### config.mk
export PLATFORM = sky130hd
export DESIGN_NAME = cp0_intr_ctrl_flat
export DESIGN_NICKNAME = d
export VERILOG_FILES = /design/src/rtl/cp0_intr_ctrl_if.sv /design/src/rtl/cp0_intr_ctrl.sv /design/src/flat_wrapper.sv
export SDC_FILE = /design/constraint.sdc
export NUM_CORES = 1
export LEC_CHECK = 0
export ABC_AREA = 0
export BUFFER_PORTS_ARGS = -buffer_cell sky130_fd_sc_hd__buf_2
export CAP_MARGIN = 20
export CORE_ASPECT_RATIO = 2
export CORE_UTILIZATION = 38
export DETAILED_ROUTE_END_ITERATION = 16
export PLACE_DENSITY = 0.8
export SYNTH_ARGS = -nofsm -noshare
export SYNTH_HDL_FRONTEND = slang
export SYNTH_SLANG_ARGS = --single-unit
### constraint.sdc
create_clock -name clk -period 2.1 [get_ports clk]
set_input_delay 0.42 -clock clk [delete_from_list [all_inputs] [get_ports clk]]
set_output_delay 0.42 -clock clk [all_outputs]
set_load 0.1 [all_outputs]
### src/rtl/cp0_intr_ctrl_if.sv
// CP0 interrupt/exception block bus: MTC0/MFC0 access, commit strobes,
// hardware interrupt lines and the Status/Cause/int_req outputs.
interface cp0_intr_ctrl_if #(
  parameter int HW_INT_NUM = 6
);
  logic                  mtc0_we;
  logic [6:0]            cp0_addr;
  logic [31:0]           mtc0_data;
  logic                  exception;
  logic [4:0]            exc_code;
  logic                  exc_bd;
  logic                  eret_flush;
  logic [HW_INT_NUM-1:0] hw_int;
  logic [31:0]           cp0_rdata;
  logic [31:0]           status_data;
  logic [31:0]           cause_data;
  logic                  int_req;

  modport master (
    output mtc0_we, cp0_addr, mtc0_data,
    output exception, exc_code, exc_bd,
    output eret_flush, hw_int,
    input  cp0_rdata, status_data,
    input  cause_data, int_req
  );

  modport slave (
    input  mtc0_we, cp0_addr, mtc0_data,
    input  exception, exc_code, exc_bd,
    input  eret_flush, hw_int,
    output cp0_rdata, status_data,
    output cause_data, int_req
  );
endinterface

### src/rtl/cp0_intr_ctrl.sv
// CP0 Status/Cause/Count/Compare state with synchronised IRQs and int_req.
// Optional timer (Count/Compare/TI) built only when CP0_TIMER_EN is defined.
module cp0_intr_ctrl #(
  parameter int HW_INT_NUM  = 6,
  parameter int SYNC_STAGES = 2,
  parameter int COUNT_DIV   = 2
) (
  input logic            clk,
  input logic            rst_n,
  cp0_intr_ctrl_if.slave bus
);

  localparam logic [6:0] A_COUNT   = 7'h24;
  localparam logic [6:0] A_COMPARE = 7'h2C;
  localparam logic [6:0] A_STATUS  = 7'h30;
  localparam logic [6:0] A_CAUSE   = 7'h34;

  logic wr_status;
  logic wr_cause;
  assign wr_status = bus.mtc0_we && (bus.cp0_addr == A_STATUS);
  assign wr_cause  = bus.mtc0_we && (bus.cp0_addr == A_CAUSE);

  logic [HW_INT_NUM-1:0] sync_q [SYNC_STAGES];

  // Synchroniser chain for the asynchronous hw_int lines
  always_ff @(posedge clk or negedge rst_n) begin
    if (!rst_n) begin
      for (int s = 0; s < SYNC_STAGES; s++)
        sync_q[s] <= '0;
    end else begin
      sync_q[0] <= bus.hw_int;
      for (int s = 1; s < SYNC_STAGES; s++)
        sync_q[s] <= sync_q[s-1];
    end
  end

  logic [5:0] ip_hw;

  // Map synchronised lines onto IP[7:2]; absent lines read 0
  always_comb begin
    ip_hw = '0;
    ip_hw[HW_INT_NUM-1:0] = sync_q[SYNC_STAGES-1];
  end

  logic        ti;
  logic [31:0] count_rd;
  logic [31:0] compare_rd;

`ifdef CP0_TIMER_EN
  localparam logic [4:0] PRESC_MAX = 5'(COUNT_DIV - 1);

  logic        wr_count;
  logic        wr_compare;
  assign wr_count   = bus.mtc0_we && (bus.cp0_addr == A_COUNT);
  assign wr_compare = bus.mtc0_we && (bus.cp0_addr == A_COMPARE);

  logic [31:0] count_q, count_d;
  logic [31:0] compare_q, compare_d;
  logic [4:0]  presc_q, presc_d;
  logic        chg_q, chg_d;
  logic        ti_q, ti_d;

  // Timer next state: prescaled Count, Compare, sticky TI
  always_comb begin
    count_d   = count_q;
    compare_d = compare_q;
    presc_d   = presc_q;
    chg_d     = 1'b0;
    ti_d      = ti_q;
    if (wr_count) begin
      count_d = bus.mtc0_data;
      presc_d = '0;
      chg_d   = 1'b1;
    end else if (presc_q == PRESC_MAX) begin
      presc_d = '0;
      count_d = count_q + 32'd1;
      chg_d   = 1'b1;
    end else begin
      presc_d = presc_q + 5'd1;
    end
    if (wr_compare)
      compare_d = bus.mtc0_data;
    if (wr_compare)
      ti_d = 1'b0;
    else if (chg_q && (count_q == compare_q))
      ti_d = 1'b1;
  end

  // Timer state registers
  always_ff @(posedge clk or negedge rst_n) begin
    if (!rst_n) begin
      count_q   <= '0;
      compare_q <= '0;
      presc_q   <= '0;
      chg_q     <= 1'b0;
      ti_q      <= 1'b0;
    end else begin
      count_q   <= count_d;
      compare_q <= compare_d;
      presc_q   <= presc_d;
      chg_q     <= chg_d;
      ti_q      <= ti_d;
    end
  end

  assign ti         = ti_q;
  assign count_rd   = count_q;
  assign compare_rd = compare_q;
`else
  assign ti         = 1'b0;
  assign count_rd   = '0;
  assign compare_rd = '0;
`endif

  logic       ie_q, ie_d;
  logic       exl_q, exl_d;
  logic [7:0] im_q, im_d;
  logic       bd_q, bd_d;
  logic [1:0] ipsw_q, ipsw_d;
  logic [4:0] exc_q, exc_d;

  // Status/Cause next state; exception outranks eret for EXL
  always_comb begin
    ie_d   = ie_q;
    exl_d  = exl_q;
    im_d   = im_q;
    bd_d   = bd_q;
    ipsw_d = ipsw_q;
    exc_d  = exc_q;
    if (wr_status) begin
      ie_d  = bus.mtc0_data[0];
      exl_d = bus.mtc0_data[1];
      im_d  = bus.mtc0_data[15:8];
    end
    if (bus.exception)
      exl_d = 1'b1;
    else if (bus.eret_flush)
      exl_d = 1'b0;
    if (wr_cause)
      ipsw_d = bus.mtc0_data[9:8];
    if (bus.exception) begin
      exc_d = bus.exc_code;
      if (!exl_q)
        bd_d = bus.exc_bd;
    end
  end

  // Status/Cause state registers
  always_ff @(posedge clk or negedge rst_n) begin
    if (!rst_n) begin
      ie_q   <= 1'b0;
      exl_q  <= 1'b0;
      im_q   <= '0;
      bd_q   <= 1'b0;
      ipsw_q <= '0;
      exc_q  <= '0;
    end else begin
      ie_q   <= ie_d;
      exl_q  <= exl_d;
      im_q   <= im_d;
      bd_q   <= bd_d;
      ipsw_q <= ipsw_d;
      exc_q  <= exc_d;
    end
  end

  logic [7:0]  ip;
  logic [31:0] status;
  logic [31:0] cause;

  assign ip = {ip_hw[5] | ti, ip_hw[4:0], ipsw_q};

  assign status = {9'd0, 1'b1, 6'd0, im_q,
                   6'd0, exl_q, ie_q};
  assign cause  = {bd_q, ti, 14'd0, ip,
                   1'b0, exc_q, 2'b00};

  assign bus.status_data = status;
  assign bus.cause_data  = cause;
  assign bus.int_req     = ie_q & ~exl_q & (|(ip & im_q));

  // MFC0 read mux
  always_comb begin
    case (bus.cp0_addr)
      A_COUNT:   bus.cp0_rdata = count_rd;
      A_COMPARE: bus.cp0_rdata = compare_rd;
      A_STATUS:  bus.cp0_rdata = status;
      A_CAUSE:   bus.cp0_rdata = cause;
      default:   bus.cp0_rdata = '0;
    endcase
  end

endmodule

### src/flat_wrapper.sv
// flat-port wrapper written by rule: the top's interface ports become plain ports
module cp0_intr_ctrl_flat 
#(
  parameter int HW_INT_NUM  = 6,
  parameter int SYNC_STAGES = 2,
  parameter int COUNT_DIV   = 2
)
  (clk, rst_n, bus_mtc0_we, bus_cp0_addr, bus_mtc0_data, bus_exception, bus_exc_code, bus_exc_bd, bus_eret_flush, bus_hw_int, bus_cp0_rdata, bus_status_data, bus_cause_data, bus_int_req);
  cp0_intr_ctrl_if #(.HW_INT_NUM(HW_INT_NUM)) bus_i ();
  input logic clk;
  input logic rst_n;
  input wire logic [$bits(bus_i.mtc0_we)-1:0] bus_mtc0_we;
  input wire logic [$bits(bus_i.cp0_addr)-1:0] bus_cp0_addr;
  input wire logic [$bits(bus_i.mtc0_data)-1:0] bus_mtc0_data;
  input wire logic [$bits(bus_i.exception)-1:0] bus_exception;
  input wire logic [$bits(bus_i.exc_code)-1:0] bus_exc_code;
  input wire logic [$bits(bus_i.exc_bd)-1:0] bus_exc_bd;
  input wire logic [$bits(bus_i.eret_flush)-1:0] bus_eret_flush;
  input wire logic [$bits(bus_i.hw_int)-1:0] bus_hw_int;
  output wire logic [$bits(bus_i.cp0_rdata)-1:0] bus_cp0_rdata;
  output wire logic [$bits(bus_i.status_data)-1:0] bus_status_data;
  output wire logic [$bits(bus_i.cause_data)-1:0] bus_cause_data;
  output wire logic [$bits(bus_i.int_req)-1:0] bus_int_req;
  assign bus_i.mtc0_we = bus_mtc0_we;
  assign bus_i.cp0_addr = bus_cp0_addr;
  assign bus_i.mtc0_data = bus_mtc0_data;
  assign bus_i.exception = bus_exception;
  assign bus_i.exc_code = bus_exc_code;
  assign bus_i.exc_bd = bus_exc_bd;
  assign bus_i.eret_flush = bus_eret_flush;
  assign bus_i.hw_int = bus_hw_int;
  assign bus_cp0_rdata = bus_i.cp0_rdata;
  assign bus_status_data = bus_i.status_data;
  assign bus_cause_data = bus_i.cause_data;
  assign bus_int_req = bus_i.int_req;
  cp0_intr_ctrl #(.HW_INT_NUM(HW_INT_NUM), .SYNC_STAGES(SYNC_STAGES), .COUNT_DIV(COUNT_DIV)) u_core (.clk(clk), .rst_n(rst_n), .bus(bus_i));
endmodule
==> flow_metrics.tcl <==
set metrics [dict create \
    nets 287 \
    clockBufferDepth 2 \
    ff2ff_path_depth 2 \
    antenna_found_initial 0 \
    finalWeightedCongestion 0.6641 \
    clock_sinks 30 \
    crit_arrival_ps 1580 \
    yosysSeqAreaShare 0.4280 \
    power.density_mw_per_mm2 829.1 \
    grt_pass1_vias 1149 \
    critical_path.endpoint "bus_int_req" \
    tightest_slew_ps 654.6 \
    port_buffers 75 \
    clock-skew-final_ps 4.513 \
    rr_endpoint "u_core.bd_q" \
    die_w_um 50.05 \
    drc 0 \
    drv_cap 0 \
    fmax_mhz 500.1 \
    grt_first_pass_wirelength_um 5561 \
    avgSynthCellArea_um2 10.96 \
    p_int_mw 0.9989 \
    ys_ff_latch 30 \
    synth.distinct_cells 24 \
    ys_warn_count 0 \
    setup_violations 0 \
    crit_path_start "u_core.im_q[1]" \
    start_util 0.4003 \
    vias 1238 \
    startpoint_type "flop" \
    min_period_over_period 0.9523 \
    drive_gt1_frac 0.5819 \
    power.switching_mw 1.033 \
    routedWlPerCell_um 12.60 \
    fin_crit_ps 2000 \
    switching_share 0.5084 \
    cts_hold_buf 0 \
    rrSetupSlack_ps 1040 \
    run_status "complete, no violations" \
    regToRegStartpoint "u_core.exl_q" \
    path_max_fanout 4 \
    rsz0062_at_grt "no" \
    antenna_cells 0 \
    cp-end-kind "output pin" \
    preCtsSetupSlack_ps 47.14 \
    dr.pass1.iters 4 \
    areaGrowthSynthToFinish_pct 39.73 \
    grt_max_degree 31 \
    worstHoldPathType "input pin to async pin" \
    placed_area_mm2 0.002331 \
    irDropWorstVdd_uv 669.2 \
    gr-total-overflow 0 \
    routed_wl_um 3604 \
    root_buffer "clkbuf_8" \
    p_clk_frac 0.224 \
    netlist_area_mm2 0.001754 \
    drt_iter0_markers 6 \
    synth_cells 160 \
    seqPwrFrac 0.328 \
    io_pins 153 \
    coreArea_mm2 0.004382 \
    rows 34 \
    die_h_um 98.09 \
    h-tree-depth 2 \
    fin_setup_tns_ps 0 \
    cts_buffers 5 \
    dieArea_mm2 0.004909 \
    vias_per_cell 4.329 \
    cts_tree "built" \
    timing.slew.headroom 0.5636 \
    clk_pin_slew_ps 60 \
    comb_power_share 0.447 \
    finalMaxSlewViolations 0 \
    dp_hpwl_um 2892 \
    hold_violations 0 \
    antenna_left 0 \
    clk_latency_ps 270 \
    fin_total_pwr_mw 2.032 \
    p_leak_nw 1.222 \
    grt_use_total 0.1522 \
    final_design_area_no_fill_mm2 0.002451 \
    required_ps 1680 \
    path_class "flop to output pin" \
    setup_slack_ps 100.2 \
]
[synth_stat cells]
library cell | count | area [µm²]
nor2b_1 | 1 | 6.260
buf_4 | 64 | 480.5
mux2i_1 | 8 | 80.08
and3_1 | 7 | 43.79
buf_2 | 1 | 5.000
nor2_1 | 10 | 37.54
nand4_4 | 1 | 21.27
a311o_1 | 1 | 10.01
and4bb_2 | 1 | 12.51
a311oi_1 | 1 | 8.760
inv_1 | 3 | 11.26
dfrtp_1 | 30 | 750.7
conb_1 | 2 | 7.510
nand2_1 | 1 | 3.750
a22o_1 | 1 | 8.760
nor3_1 | 1 | 5.000
a221oi_1 | 1 | 8.760
a22oi_1 | 2 | 15.01
and4_1 | 2 | 17.52
nand2b_1 | 1 | 6.260
a41oi_1 | 1 | 8.760
mux2_2 | 17 | 191.4
and2_1 | 1 | 6.260
clkbuf_1 | 2 | 7.510
[cell usage in the layout (no fill, tap or decap), types with 6 or more instances in the layout]
cell and instances:
conb_1 55, mux2i_1 8, nor2_4 9, buf_12 18
dfrtp_4 7, and3_2 7, dfrtp_1 20, clkbuf_8 6
buf_2 57, mux2_2 17
[flip-flops by register name, summed over array words and instances, names as in the netlist]
register and flops:
u_core.im_q 8, u_core.ip_hw 6, u_core.sync_q 6, u_core.exc_q 5, u_core.ipsw_q 2, u_core.bd_q 1, u_core.exl_q 1, u_core.ie_q 1
[worst min-delay path by stage]
stage | depth (start not counted) | to | slack [ps]
after floorplan | 0 | u_core.bd_q | 120
after global placement | 0 | u_core.ip_hw[4] | 330
after detailed placement | 0 | u_core.ip_hw[0] | 330
after CTS | 1 | u_core.exl_q | 190
after global routing | 1 | u_core.im_q[0] | 220
final | 1 | u_core.exl_q | 170
[what timing repair did]
action	in CTS	in global routing
resized for setup	5	1
setup endpoints to repair	1	2
buffers inserted	0	1
pin swaps	0	1
[power groups by stage]
stage	registers, mW	logic [mW]	clock network, mW
5_1_grt	0.674	0.932	0.496
3_5_place_dp	0.677	0.906	0
6_report	0.667	0.909	0.456
4_1_cts	0.668	0.909	0.478
2_1_floorplan	0.858	0.712	0
3_3_place_gp	0.673	0.900	0
[cell type report]
cell class | count | area [µm²]
Fill cell | 379 | 1931
Multi-Input combinational cell | 113 | 833.3
Sequential cell | 30 | 780.7
Timing Repair Buffer | 78 | 668.1
Clock buffer | 8 | 90.09
Tap cell | 54 | 67.56
Inverter | 3 | 11.26
[worst max-delay path, stage by stage, from the launching register on]
cell,delay [ps]
dfrtp_4,480
a22o_1,210
a221oi_2,160
buf_4,160
a311oi_4,100
buf_12,200
[layer usage]
| metal | vias to the layer above | global-route usage | share of wire |
|---|---|---|---|
| li1 | 562 | - | - |
| met1 | 583 | 0.1453 | 0.31 |
| met2 | 89 | 0.2892 | 0.58 |
| met3 | 4 | 0.03738 | 0.091 |
| met4 | 0 | 0.06593 | 0.011 |
| met5 | - | 0 | 0 |
[stage by stage]
stage            util  instances  hold WS (ps)
3_3_place_gp   0.5320        277         332.3
2_1_floorplan       -        213         124.4
5_1_grt        0.5594        286         221.2
4_1_cts        0.5574        285         189.2
3_5_place_dp   0.5320        277         334.7
6_report       0.5594        286         174.1
[cell families (layout without fill, tap and decap cells)]
kind of cell | Yosys count | in the layout | share of synthesized area
buffers and inverters | 70 | 89 | 0.2874
flip-flops | 30 | 30 | 0.4280
AND/OR/NAND/NOR | 26 | 26 | 0.09130
multiplexers | 25 | 25 | 0.1548
AO/OA/AOI/OAI | 7 | 7 | 0.03424
other | 2 | 55 | 0.004281
Note: power is estimated with default switching activity, not from simulation.
